$ cat config.mk
export PLATFORM = sky130hd
export DESIGN_NAME = sata_fis_arbiter
export DESIGN_NICKNAME = d
export VERILOG_FILES = /design/src/rtl/sata_fis_arbiter.sv
export SDC_FILE = /design/constraint.sdc
export NUM_CORES = 1
export LEC_CHECK = 0
export ABC_AREA = 1
export CAP_MARGIN = 5
export CORE_MARGIN = 10
export CORE_UTILIZATION = 40
export CTS_CLUSTER_DIAMETER = 50
export CTS_CLUSTER_SIZE = 12
export DETAILED_ROUTE_END_ITERATION = 7
export PLACE_DENSITY = 0.85
export SYNTH_ARGS = -nofsm -noshare
export SYNTH_HDL_FRONTEND = slang
export SYNTH_SLANG_ARGS = --single-unit
$ cat constraint.sdc
create_clock -name clk -period 5.3 [get_ports clk]
set_input_delay 1.06 -clock clk [delete_from_list [all_inputs] [get_ports clk]]
set_output_delay 1.06 -clock clk [all_outputs]
set_load 0.02 [all_outputs]
$ cat src/rtl/sata_fis_arbiter.sv
// Two-requester FIS stream arbiter for the SATA transport layer.
// Requesters are served round-robin at frame granularity: once a multi-dword
// frame starts, the grant is held until that requester presents eop. Frames
// longer than MAXLEN dwords are cut short with eop+err on the MAXLEN-th dword
// and the remainder of the frame is silently drained from the requester.
module sata_fis_arbiter #(
    parameter int MAXLEN = 2049
) (
    input  logic        clk,
    input  logic        reset,
    input  logic [31:0] i1_dat,
    input  logic        i1_val,
    input  logic        i1_eop,
    input  logic        i1_err,
    output logic        i1_rdy,
    input  logic [31:0] i2_dat,
    input  logic        i2_val,
    input  logic        i2_eop,
    input  logic        i2_err,
    output logic        i2_rdy,
    output logic [31:0] o_dat,
    output logic        o_val,
    output logic        o_eop,
    output logic        o_err,
    input  logic        o_rdy,
    output logic        owner,
    output logic        busy,
    output logic        trunc
);

    typedef enum logic [2:0] {
        IDLE   = 3'd0,
        GRANT1 = 3'd1,
        GRANT2 = 3'd2,
        DRAIN1 = 3'd3,
        DRAIN2 = 3'd4
    } state_t;

    // Counter value seen while the MAXLEN-th dword is on the bus.
    localparam logic [11:0] LAST_CNT = 12'(MAXLEN - 1);

    state_t      state_r;
    logic [11:0] cnt_r;
    logic        last_r;
    logic        busy_r;
    logic        trunc_r;

    logic        sel_s;
    logic [31:0] sel_dat_s;
    logic        sel_val_s;
    logic        sel_eop_s;
    logic        sel_err_s;
    logic        sel_rdy_s;
    logic        grant_s;
    logic        drain_s;
    logic        last_word_s;
    logic        xfer_s;

    // Requester selection: zero-latency round-robin in IDLE, locked otherwise.
    always_comb begin
        sel_s = ~last_r;
        case (state_r)
            IDLE: begin
                if (i1_val != i2_val) begin
                    sel_s = i2_val;
                end else begin
                    sel_s = ~last_r;
                end
            end
            GRANT1, DRAIN1: sel_s = 1'b0;
            GRANT2, DRAIN2: sel_s = 1'b1;
            default:        sel_s = ~last_r;
        endcase
    end

    // Multiplex the selected requester's stream and derive the handshake.
    always_comb begin
        if (sel_s) begin
            sel_dat_s = i2_dat;
            sel_val_s = i2_val;
            sel_eop_s = i2_eop;
            sel_err_s = i2_err;
        end else begin
            sel_dat_s = i1_dat;
            sel_val_s = i1_val;
            sel_eop_s = i1_eop;
            sel_err_s = i1_err;
        end
        grant_s     = (state_r == GRANT1) || (state_r == GRANT2);
        drain_s     = (state_r == DRAIN1) || (state_r == DRAIN2);
        // The forced eop/err is shown as soon as the word is presented so
        // that o_eop stays stable while downstream back-pressures.
        last_word_s = grant_s && (cnt_r == LAST_CNT) && !sel_eop_s;
        if (drain_s) begin
            sel_rdy_s = 1'b1;
        end else begin
            sel_rdy_s = o_rdy;
        end
        xfer_s = sel_val_s && sel_rdy_s;
    end

    // Drive the shared output stream and the per-requester ready lines.
    always_comb begin
        o_dat = sel_dat_s;
        if (drain_s) begin
            o_val = 1'b0;
            o_eop = 1'b0;
            o_err = 1'b0;
        end else begin
            o_val = sel_val_s;
            o_eop = sel_val_s && (sel_eop_s || last_word_s);
            o_err = sel_val_s && (sel_err_s || last_word_s);
        end
        i1_rdy = !sel_s && sel_rdy_s;
        i2_rdy = sel_s && sel_rdy_s;
        owner  = sel_s;
        busy   = busy_r;
        trunc  = trunc_r;
    end

    // Frame-level state machine: grant tracking, dword count, truncation.
    always_ff @(posedge clk or posedge reset) begin
        if (reset) begin
            state_r <= IDLE;
            cnt_r   <= 12'd0;
            last_r  <= 1'b1;
            busy_r  <= 1'b0;
            trunc_r <= 1'b0;
        end else begin
            trunc_r <= 1'b0;
            case (state_r)
                IDLE: begin
                    if (xfer_s) begin
                        last_r <= sel_s;
                        if (!sel_eop_s) begin
                            state_r <= sel_s ? GRANT2 : GRANT1;
                            cnt_r   <= 12'd1;
                            busy_r  <= 1'b1;
                        end
                    end
                end
                GRANT1, GRANT2: begin
                    if (xfer_s) begin
                        if (sel_eop_s) begin
                            state_r <= IDLE;
                            cnt_r   <= 12'd0;
                            busy_r  <= 1'b0;
                        end else if (last_word_s) begin
                            state_r <= sel_s ? DRAIN2 : DRAIN1;
                            cnt_r   <= cnt_r + 12'd1;
                            trunc_r <= 1'b1;
                        end else begin
                            cnt_r   <= cnt_r + 12'd1;
                        end
                    end
                end
                DRAIN1, DRAIN2: begin
                    if (xfer_s && sel_eop_s) begin
                        state_r <= IDLE;
                        cnt_r   <= 12'd0;
                        busy_r  <= 1'b0;
                    end
                end
                default: begin
                    state_r <= IDLE;
                    cnt_r   <= 12'd0;
                    busy_r  <= 1'b0;
                end
            endcase
        end
    end

endmodule

# After elaboration in Yosys (flattened, before gate mapping)
# Index checks and enable logic that the tools add are counted.
classes:
  reduce_logical: 23
  eq_ne: 12
  bitwise: 1
  mux: 35
  addsub: 1
ops:
  columns: ["op", "count"]
  rows:
  - ["12-bit two-way mux", 5]
  - ["12-bit case mux with 3 select lines", 1]
  - ["32-bit two-way mux", 1]
  - ["3-bit two-way mux", 7]
  - ["1-bit two-way mux", 17]
  - ["12-bit by 1-bit adder with 12-bit output, second input constant", 1]
  - ["12-bit equality test, second input constant", 1]
  - ["2-bit inequality test, second input constant", 5]
  - ["5-bit AND reduction", 2]
  - ["3-bit case mux with 3 select lines", 1]
  - ["1-bit logical AND", 8]
  - ["2-bit OR reduction", 4]
  - ["3-bit by 2-bit equality test with 1-bit output, second input constant", 2]
  - ["1-bit case mux with 3 select lines", 2]
  - ["1-bit logical OR", 4]
  - ["4-bit AND reduction", 1]
  - ["3-bit by 1-bit equality test with 1-bit output, second input constant", 1]
  - ["3-bit equality test, second input constant", 1]
  - ["3-bit zero test", 1]
  - ["3-bit inequality test, second input constant", 1]
  - ["1-bit zero test", 2]
  - ["2-bit two-way mux", 1]
  - ["2-bit AND reduction", 1]
  - ["1-bit inequality test", 1]
  - ["1-bit NOT", 1]
totals:
  regBits: 18
  out_inout_bits: 40

# Logic depth before layout (Yosys ltp)
logic_depth:
  depth_word: 10
  ltp_mapped: 12
  ltp_nobuf: 12

# Worst setup path after synthesis
# No wires, ideal clock.
synth_path:
  path_type: "in2out"
  startpoint: "input port i1_val"
  endpoint: "output port o_err"
  arrival_time_ps: 2187
  required_time_ps: 4240
  cell_stages: 9
  slack_ps: 2053
  path_cell_list: "inv_1 > nand2_1 > nand3_2 > nand2_2 > nand2_1 > nand2_1 > buf_2 > nand3_1 > a31oi_1"
synth_via:
  elab_chain_cells: 9
  word_cells_on_any_way: 11
synth_lines:
  columns: ["item", "line_no", "rtl"]
  rows:
  - ["start: declaration", "12", "input logic i1_val,"]
  - ["1-bit inequality test", "64", "if (i1_val != i2_val) begin"]
  - ["1-bit two-way mux", "64", null]
  - ["1-bit case mux with 3 select lines", "62", "case (state_r)"]
  - ["1-bit two-way mux", "78", "if (sel_s) begin"]
  - ["1-bit zero test", null, null]
  - ["1-bit logical AND", "93", "last_word_s = grant_s && (cnt_r == LAST_CNT) && !sel_eop_s;"]
  - ["1-bit logical OR", "112", "o_err = sel_val_s && (sel_err_s || last_word_s);"]
  - ["1-bit logical AND (*)", "112", null]
  - ["1-bit two-way mux (*)", "105", "if (drain_s) begin"]
  - ["end: declaration", "24", "output logic o_err,"]
# Every way passes the cells marked *; elsewhere a longest branch is shown, timed or not.

# Worst setup path after layout
# Ends and elaborated chain as after synthesis.

==> flow_metrics.py <==
metrics = {
    "place": {
        "hpwl_um": 5820,
        "port_buffers": 112,
        "gp_congestion": 0.902,
    },
    "timing": {
        "hold_viol": 0,
        "slew_headroom_pct": 54.8,
        "tightestPinTransition_ns": 0.677,
        "drv_slew": 0,
        "clock.fmax_mhz": 214,
        "finalSetupTns_ns": 0,
        "setup_viol": 0,
        "period_share_pct": 88.1,
        "min_period_ns": 4.67,
        "skew_ns": 0.000690,
        "timing.hold.ws_ns": 0.493,
        "rsz0062_at_grt": "no",
    },
    "floorplan": {
        "die-area_um2": 7500,
        "ioPinCount": 113,
        "die_h_um": 86.6,
        "core_um2": 4320,
        "start_util_pct": 41.0,
        "rows": 24,
        "die_w_um": 86.6,
    },
    "finish": {
        "area_growth_syn_to_layout_pct": 67.4,
        "antennaDiodeCount": 0,
        "nets": 486,
        "drive_above_1_share_pct": 7.80,
    },
    "global_route": {
        "grt.overflow.total": 0,
        "grt_start_max_net_pins": 37,
        "grt_pass1_vias": 2262,
        "grt_pass1_wl_um": 10900,
        "antenna_found_initial": 0,
        "grtUsageTotal_pct": 17.6,
    },
    "clock_network": {
        "clk_pin_slew_ns": 0.06,
        "htree_levels": 1,
        "clk_path_buf_depth": 2,
        "postCtsSetupBuffers": 0,
        "worstSkewPairLatency_ns": 0.25,
        "cts_tree": "built",
        "cts_resized": 0,
        "clkSinkCount": 18,
        "cts_hold_buf": 0,
        "cts_made_buffers": 3,
        "clock-root-buffer": "clkbuf_8",
    },
    "worst_setup_path": {
        "r2r_slack_ns": 3.14,
        "crit_chain": "clkdlybuf4s50_1 > inv_1 > nand2_1 > nand3_2 > nand2_2 > nand2_1 > nand2_1 > nand3_1 > a31oi_1 > clkdlybuf4s50_1",
        "cp-start-kind": "primary input",
        "path_buf_inv": 3,
        "reg2reg_to": "state_r[1]$_DFFE_PP0P_",
        "worstSetupPathType": "primary input to primary output",
        "worstPathRequired_ns": 4.24,
        "reg2reg_depth": 10,
        "arrival_ns": 3.61,
        "max_stage_delay_ns": 0.64,
        "crit_top_cell": "nand2_1",
        "crit_fanout": 18,
        "worstSetupEndpointType": "primary output",
        "cp_slowest_cell": "clkdlybuf4s50_1",
        "crit_family": "buffers and inverters",
        "r2r-start": "last_r$_DFFE_PP1P_",
        "startpoint": "i1_val",
    },
    "power": {
        "pwr-share-seq_pct": 13.2,
        "clkPwrFrac_pct": 8.0,
        "sw_frac_of_total_pct": 52.8,
        "power_leakage_nw": 1.44,
        "power_density_nw_per_um2": 463,
        "switching_power_uw": 726,
        "internal-power_uw": 649,
        "ir_drop_mv": 0.244,
        "pwr-share-comb_pct": 78.7,
    },
    "synth": {
        "mappedNetlistNets": 378,
        "synthCells": 303,
        "synth-seq-cells": 18,
        "syn_area_per_cell_um2": 5.86,
        "yosysSeqAreaShare_pct": 25.5,
        "synth_area_um2": 1770,
        "yosysWarnings": 0,
        "synth.distinct_cells": 26,
    },
    "detailed_routing": {
        "detail-route-antenna-nets": 0,
        "drtPass1Iterations": 4,
        "first_iter_violations": 199,
        "vias_per_cell": 4.89,
        "drc": 0,
        "vias": 2259,
        "wl_per_cell_um": 14.9,
        "totalWireLength_um": 6880,
    },
    "min_path": {
        "holdPathStages": 2,
        "min_from": "busy$_DFFE_PP0P_",
        "holdPathEnd": "busy$_DFFE_PP0P_",
        "hold_class": "flip-flop to flip-flop",
    },
    "job": {
        "cap_violations": 0,
    },
    "outcome": {
        "status": "completed",
    },
}
==> routing by layer <==
| metal | GRT usage (%) | vias to the layer above | share of wire [%] |
|---|---|---|---|
| met2 | 31.4 | 70 | 53 |
| li1 | - | 1168 | - |
| met5 | 0 | - | 0 |
| met4 | 4.42 | 0 | 1.5 |
| met1 | 19.3 | 1011 | 38 |
| met3 | 6.10 | 10 | 6.8 |
==> flip-flops by register name, summed over array words and instances (netlist names) <==
name     count
trunc        1
busy         1
last_r       1
cnt_r       12
state_r      3
==> stage by stage <==
stage	setup WS [ns]	total power, mW	cells	utilization [%]	instance area [µm²]
global placement	0.795	1.26	458	67.4	2920
global route	0.421	1.49	462	68.7	2970
detailed placement	0.659	1.27	458	67.4	2920
floorplan	2.05	0.834	303	-	1770
finish	0.632	1.38	462	68.7	2970
CTS	0.653	1.39	462	68.7	2970
==> power groups by stage <==
stage	combinational (mW)	sequential [mW]	clock [mW]
floorplan	0.651	0.183	0
global placement	1.07	0.183	0
detailed placement	1.09	0.184	0
CTS	1.09	0.182	0.113
global route	1.19	0.185	0.116
finish	1.08	0.182	0.110
==> synthesized netlist by cell type <==
master	n	area, µm²
inv_1	25	93.8
xor2_1	4	35.0
inv_2	4	15.0
dfstp_2	1	26.3
nand3b_1	1	7.51
a21oi_2	1	8.76
nand2_1	151	567
nand3_4	1	17.5
o21ai_0	10	50.1
nand3_1	16	80.1
a31o_2	1	8.76
ha_1	2	25.0
nand4_1	13	81.3
a21oi_1	3	15.0
nor3_1	6	30.0
o21ai_2	8	70.1
buf_2	6	30.0
a31oi_1	1	6.26
nor2_1	17	63.8
dfrtp_1	17	425
nand3_2	3	30.0
or2_2	1	6.26
nand2_4	3	33.8
buf_6	1	11.3
clkbuf_1	3	11.3
nand2_2	4	25.0
==> worst register-to-register path: cells and delay by family, from the launching register on <==
kind            cells  cell delay, ns
compound gates      1            0.27
buf+inv             1            0.06
flops               1            0.54
simple gates        8            1.24
==> cells by family after synthesis <==
logic type / Yosys count / synth area share, %
buf+inv: 39 / 9.10
fa+ha+maj: 2 / 1.41
flops: 18 / 25.5
compound gates: 24 / 8.96
xor+xnor: 4 / 1.97
simple gates: 216 / 53.1
==> cell usage in the layout (no fill, tap or decap), drive strengths merged <==
cell / netlist / layout
nor3: 6 / 6
or2: 1 / 1
nand3b: 1 / 1
inv: 29 / 29
a21oi: 4 / 4
nand3: 20 / 20
clkbuf: 3 / 4
xor2: 4 / 4
ha: 2 / 2
a31oi: 1 / 1
nand4: 13 / 13
a31o: 1 / 1
clkdlybuf4s50: 0 / 112
o21ai: 18 / 18
buf: 7 / 1
dfstp: 1 / 1
dfrtp: 17 / 17
nand2: 158 / 158
nor2: 17 / 17
==> area by class of cell <==
cell class | count | area [µm²]
inverter | 29 | 109
tap | 52 | 65.1
timing repair buffer | 113 | 1130
sequential | 18 | 452
fill | 395 | 1350
multi-input combinational | 246 | 1160
clock buffer | 4 | 55.1
==> worst max path at each step <==
stage          slack, ns  endpoint  cells after the start
2_1_floorplan       2.05     o_err                      9
3_3_place_gp        0.79     o_err                     10
3_5_place_dp        0.66     o_err                     10
4_1_cts             0.65     o_err                     10
5_1_grt             0.42     o_err                     10
6_report            0.63     o_err                     10
Note: power is estimated with default switching activity, not from simulation.
